===== config.mk =====
export PLATFORM = sky130hd
export DESIGN_NAME = ycbcr_block_buffer
export DESIGN_NICKNAME = d
export VERILOG_FILES = /design/src/rtl/jpeg_pkg.sv /design/src/rtl/block_bank_ram.sv /design/src/rtl/ycbcr_block_buffer.sv
export SDC_FILE = /design/constraint.sdc
export NUM_CORES = 2
export LEC_CHECK = 0
export ABC_CLOCK_PERIOD_IN_PS = 4100
export BUFFER_PORTS_ARGS = -buffer_cell sky130_fd_sc_hd__buf_2
export CAP_MARGIN = 5
export CORE_MARGIN = 2
export CORE_UTILIZATION = 40
export CTS_CLUSTER_SIZE = 12
export DETAILED_ROUTE_END_ITERATION = 10
export SLEW_MARGIN = 20
export SYNTH_ARGS = -nofsm -noshare
export SYNTH_HDL_FRONTEND = slang
export SYNTH_SLANG_ARGS = --single-unit

===== constraint.sdc =====
create_clock -name clk -period 4.1 [get_ports clk]
set_input_delay 0.41 -clock clk [delete_from_list [all_inputs] [get_ports clk]]
set_output_delay 0.41 -clock clk [all_outputs]
set_load 0.1 [all_outputs]

===== src/rtl/jpeg_pkg.sv =====
// Shared JPEG front-end definitions: pixel geometry, the YCbCr pixel
// record and the level-shift helper used ahead of the DCT.
package jpeg_pkg;

  localparam int PIX_W      = 8;
  localparam int BLK_DIM    = 8;
  localparam int BLK_PIXELS = BLK_DIM * BLK_DIM;
  localparam int ADDR_W     = $clog2(BLK_PIXELS);

  typedef struct packed {
    logic [PIX_W-1:0] cr;
    logic [PIX_W-1:0] cb;
    logic [PIX_W-1:0] y;
  } ycbcr_pix_t;

  // x - 2^(PIX_W-1) on an unsigned PIX_W-bit value is just an MSB flip
  // and lands exactly in the signed range, so no saturation is needed.
  function automatic ycbcr_pix_t level_shift(input ycbcr_pix_t p);
    ycbcr_pix_t r;
    r = p;
    r.cr[PIX_W-1] = ~p.cr[PIX_W-1];
    r.cb[PIX_W-1] = ~p.cb[PIX_W-1];
    r.y[PIX_W-1]  = ~p.y[PIX_W-1];
    return r;
  endfunction

endpackage


===== src/rtl/block_bank_ram.sv =====
// Two banks of one 8x8 block each: synchronous write, combinational read.
module block_bank_ram
  import jpeg_pkg::*;
(
  input  logic              clk,
  input  logic              wr_en_i,
  input  logic              wr_bank_i,
  input  logic [ADDR_W-1:0] wr_addr_i,
  input  ycbcr_pix_t        wr_data_i,
  input  logic              rd_bank_i,
  input  logic [ADDR_W-1:0] rd_addr_i,
  output ycbcr_pix_t        rd_data_o
);

  ycbcr_pix_t mem_q [2*BLK_PIXELS];

  // Pixel store; contents are deliberately not reset.
  always_ff @(posedge clk) begin
    if (wr_en_i) begin
      mem_q[{wr_bank_i, wr_addr_i}] <= wr_data_i;
    end
  end

  assign rd_data_o = mem_q[{rd_bank_i, rd_addr_i}];

endmodule


===== src/rtl/ycbcr_block_buffer.sv =====
// Ping-pong 8x8 block buffer between colour conversion and the DCT.
// Raster-order pixels fill one bank while the other is streamed out,
// level-shifted, in row- or column-major order.
module ycbcr_block_buffer #(
  parameter int PIX_W     = jpeg_pkg::PIX_W,
  parameter bit TRANSPOSE = 1'b0
) (
  input  logic               clk,
  input  logic               rst,
  input  logic               enable,
  input  logic [3*PIX_W-1:0] data_in,
  output logic               in_ready,
  output logic [3*PIX_W-1:0] data_out,
  output logic               enable_out,
  input  logic               out_ready,
  output logic               block_start,
  output logic               block_end,
  output logic               overflow
);
  import jpeg_pkg::*;

  localparam logic [ADDR_W-1:0] LAST = ADDR_W'(BLK_PIXELS - 1);

  logic [1:0]        full_q, full_d;
  logic              wr_bank_q, wr_bank_d;
  logic              rd_bank_q, rd_bank_d;
  logic [ADDR_W-1:0] wr_cnt_q, wr_cnt_d;
  logic [ADDR_W-1:0] rd_cnt_q, rd_cnt_d;
  logic              ovf_q, ovf_d;
  ycbcr_pix_t        dout_q, dout_d;
  logic              vld_q, vld_d;
  logic              bs_q, bs_d;
  logic              be_q, be_d;

  ycbcr_pix_t        pix_in;
  ycbcr_pix_t        rd_pix;
  logic [ADDR_W-1:0] rd_addr;
  logic              wr_en;
  logic              adv;

  assign pix_in   = data_in;
  assign in_ready = ~full_q[wr_bank_q];
  assign wr_en    = enable & in_ready;
  assign adv      = ~vld_q | out_ready;

  // Column-major read swaps the row and column halves of the counter.
  assign rd_addr  = TRANSPOSE ? {rd_cnt_q[2:0], rd_cnt_q[5:3]} : rd_cnt_q;

  block_bank_ram u_ram (
    .clk       (clk),
    .wr_en_i   (wr_en),
    .wr_bank_i (wr_bank_q),
    .wr_addr_i (wr_cnt_q),
    .wr_data_i (pix_in),
    .rd_bank_i (rd_bank_q),
    .rd_addr_i (rd_addr),
    .rd_data_o (rd_pix)
  );

  // Next state for both bank sides; the set and clear of full always
  // target different banks, so applying them in sequence is safe.
  always_comb begin
    full_d    = full_q;
    wr_bank_d = wr_bank_q;
    rd_bank_d = rd_bank_q;
    wr_cnt_d  = wr_cnt_q;
    rd_cnt_d  = rd_cnt_q;
    ovf_d     = ovf_q | (enable & ~in_ready);
    dout_d    = dout_q;
    vld_d     = vld_q;
    bs_d      = bs_q;
    be_d      = be_q;

    if (wr_en) begin
      wr_cnt_d = wr_cnt_q + 1'b1;
      if (wr_cnt_q == LAST) begin
        full_d[wr_bank_q] = 1'b1;
        wr_bank_d         = ~wr_bank_q;
      end
    end

    if (adv) begin
      if (full_q[rd_bank_q]) begin
        dout_d   = level_shift(rd_pix);
        vld_d    = 1'b1;
        bs_d     = (rd_cnt_q == '0);
        be_d     = (rd_cnt_q == LAST);
        rd_cnt_d = rd_cnt_q + 1'b1;
        if (rd_cnt_q == LAST) begin
          full_d[rd_bank_q] = 1'b0;
          rd_bank_d         = ~rd_bank_q;
        end
      end else begin
        vld_d = 1'b0;
      end
    end
  end

  // State registers; reset drops any partial or pending block.
  always_ff @(posedge clk) begin
    if (rst) begin
      full_q    <= '0;
      wr_bank_q <= 1'b0;
      rd_bank_q <= 1'b0;
      wr_cnt_q  <= '0;
      rd_cnt_q  <= '0;
      ovf_q     <= 1'b0;
      dout_q    <= '0;
      vld_q     <= 1'b0;
      bs_q      <= 1'b0;
      be_q      <= 1'b0;
    end else begin
      full_q    <= full_d;
      wr_bank_q <= wr_bank_d;
      rd_bank_q <= rd_bank_d;
      wr_cnt_q  <= wr_cnt_d;
      rd_cnt_q  <= rd_cnt_d;
      ovf_q     <= ovf_d;
      dout_q    <= dout_d;
      vld_q     <= vld_d;
      bs_q      <= bs_d;
      be_q      <= be_d;
    end
  end

  assign data_out    = dout_q;
  assign enable_out  = vld_q;
  assign block_start = bs_q;
  assign block_end   = be_q;
  assign overflow    = ovf_q;

endmodule


==> results.toml <==
[grt]
grt_pass1_vias = 57900
grt_pass1_wl_um = 464000
grt_overflow = 0
grt_antenna_before_repair = 23
grt_use_total_pct = 21.9
grt_max_degree = 129

[min_path]
hold_path_end = "u_ram.mem_q[99][21]"
hold-path-cell-count = 1
hold_path.class = "in -> reg"
min-delay-start = "data_in[21]"

[synth]
synth_seq_cells = 3116
ys_warn_count = 0
avgSynthCellArea_um2 = 22.8
synth_fp_nets = 5240
yosys.cell_types.count = 60
synth_edf_count = 3072
seq_area_frac_synth_pct = 78.3
syn_area_um2 = 119000
synth_ff_type = "edfxtp_1"
async_flop_share_pct = 0
syn_inst = 5209

[critical_path]
r2r-start = "rd_addr[1]"
cp_slowest_cell = "dfxtp_4"
crit_chain = "buf_12, buf_4, mux4_2, nor3_1, a2111oi_0, o21ai_0, a311oi_1, o31ai_1"
path_class = "reg -> reg"
reg2reg_depth = 8
cp_slowest_stage_delay_ps = 980
crit_arrival_ps = 4760
worstSetupEndpointType = "flip-flop"
required_ps = 4840
regToRegEndpoint = "data_out[7]"
rrSetupSlack_ps = 80
cp_max_fo = 32
startpoint_type = "flip-flop"

[drt]
vias = 58800
antenna_left = 0
route.detailed.drc = 0
wl_met3_um = 31900
routedWlPerCell_um = 33.9
highest_layer = "met5"
wl_met1_um = 133000
met2WireLength_um = 158000
drt-total-wl_um = 334000
dr.pass1.iters = 6
via_per_inst = 5.97
drt_iter0_markers = 8139

[die]
die_area_um2 = 302000
placementRows = 200
die_y_um = 549
die_x_um = 549
io_pins = 57
initial_utilization_pct = 40.1
coreArea_um2 = 297000

[timing]
skew_ps = 61.1
final_max_slew_viol_count = 0
hold_viol = 0
finalSetupTns_ps = 0
max-slew-margin-rel_pct = 23.6
period_share_pct = 98.2
post-route-min-period_ps = 4020
worst_pin_slew_ps = 1150
rsz0062_at_grt = "false"
max_freq_mhz = 248
setup_viol = 0

[placement]
dpl.hpwl_um = 197000
gp_congestion = 0.840
placed_cell_area_um2 = 127000
port_buffers = 56

[final_layout]
finish.instance_area_um2 = 137000
final_net_count = 5748
final_cell_mix = "edfxtp_1, mux4_2, buf_4"
synthToLayoutAreaGrowth_pct = 14.7
layout_commonest_cell = "edfxtp_1"
layout-drive-gt1-share_pct = 30.9

[pwr]
power_w = 0.0627
p_leak_nw = 41.6
peakVddDrop_uv = 341
powerDensity_nw_per_um2 = 460

[clock_network]
cts_buffers = 323
clock-root-buffer = "clkbuf_16"
cts_max_level = 5
clk_path_buf_depth = 4
insertion_delay_ps = 890
cts.clk_slew.worst_paths_ps = 60
clock-sinks = 3116
cts_tree = "done"

[job]
cap_viol_max_count = 0

[run_status]
status = "completed"
-- cell usage after synthesis, types with 11 or more instances --
library cell | n | area, um2
nor2_1 | 197 | 739
nor2b_1 | 16 | 100
mux2i_1 | 115 | 1150
nor3_1 | 19 | 95.1
o22ai_1 | 30 | 188
buf_1 | 30 | 113
nor4_1 | 16 | 100
edfxtp_1 | 3072 | 92200
a22oi_1 | 92 | 691
o221ai_1 | 11 | 96.3
mux4_2 | 806 | 18200
buf_6 | 16 | 180
a2111oi_0 | 11 | 96.3
clkbuf_1 | 111 | 417
o21ai_0 | 38 | 190
dfxtp_1 | 44 | 881
a21oi_1 | 103 | 515
nand2_1 | 136 | 510
buf_4 | 61 | 458
mux2_2 | 21 | 236
nand3_1 | 31 | 155
buf_2 | 64 | 320
a221oi_1 | 17 | 149
a211oi_1 | 16 | 120
-- stage by stage --
step | hold slack (ps) | setup WS (ps) | std cells | utilization [%]
floorplan | 509 | -305 | 5209 | -
global placement | 451 | -29.3 | 9313 | 42.8
detailed placement | 460 | -49.0 | 9315 | 42.8
CTS | 25.8 | 10.7 | 9836 | 46.0
global route | 46.9 | 16.0 | 9848 | 46.0
finish | 61.7 | 75.1 | 9857 | 46.0
-- where the power goes --
group          internal [W]  switching [W]  leakage [nW]
Combinational      0.000128       0.000772          9.07
Clock                0.0150         0.0118          4.53
Sequential           0.0350      0.0000140          28.0
-- final cells by class --
| type | instances | area [um2] |
|---|---|---|
| flip-flops and latches | 3116 | 93100 |
| clock buffers | 433 | 8680 |
| repair buffers | 469 | 4260 |
| multi-input cells | 1797 | 24800 |
| clock inverters | 83 | 624 |
| diodes | 10 | 25.0 |
| well taps | 3939 | 4930 |
| fillers | 24400 | 160000 |
| inverters | 10 | 50.0 |
-- layer usage --
metal	up-vias	global-route usage, %
met5	-	0
met4	10	6.91
met3	497	4.80
met2	3043	34.4
met1	32100	30.5
li1	23200	-
-- what timing repair did --
action | in CTS | in global routing
setup endpoints to repair | 3 | 1
resized for setup | 3 | 0
endpoints found under the hold margin | 42 | 34
hold buffers | 5 | 2
buffers inserted | 0 | 7
pin swaps | 0 | 0
-- worst max path at each step --
stage,startpoint,to,cells after the start
4_1_cts,rd_addr[0],data_out[7],9
5_1_grt,rd_addr[1],data_out[7],8
2_1_floorplan,wr_bank_q,u_ram.mem_q[106][0],8
6_report,rd_addr[1],data_out[7],8
3_3_place_gp,rd_addr[0],data_out[11],6
3_5_place_dp,rd_addr[0],data_out[11],6
-- logic make-up after synthesis --
logic type	synth area share, %
AOI/OAI and AO/OA	2.18
xor gates and xnor gates	0.0810
adders and majority gates	0.0315
buffers and inverters	1.34
DFF	78.3
muxes	16.4
and+or+nand+nor	1.67
-- critical path, delay by kind of cell (launching register included) --
| kind | cells | cell delay [ps] |
|---|---|---|
| and+or+nand+nor | 1 | 60 |
| AOI/OAI and AO/OA | 4 | 1930 |
| buffers and inverters | 2 | 610 |
| DFF | 1 | 980 |
| muxes | 1 | 210 |
-- state kept, by name, indices dropped and copies added, names as in the netlist --
signal	cells
rd_bank_q	1
full_q	2
wr_cnt_q	6
data_out	24
overflow	1
u_ram.mem_q	3072
rd_addr	6
enable_out	1
block_end	1
block_start	1
wr_bank_q	1
Note: power is estimated with default switching activity, not from simulation.
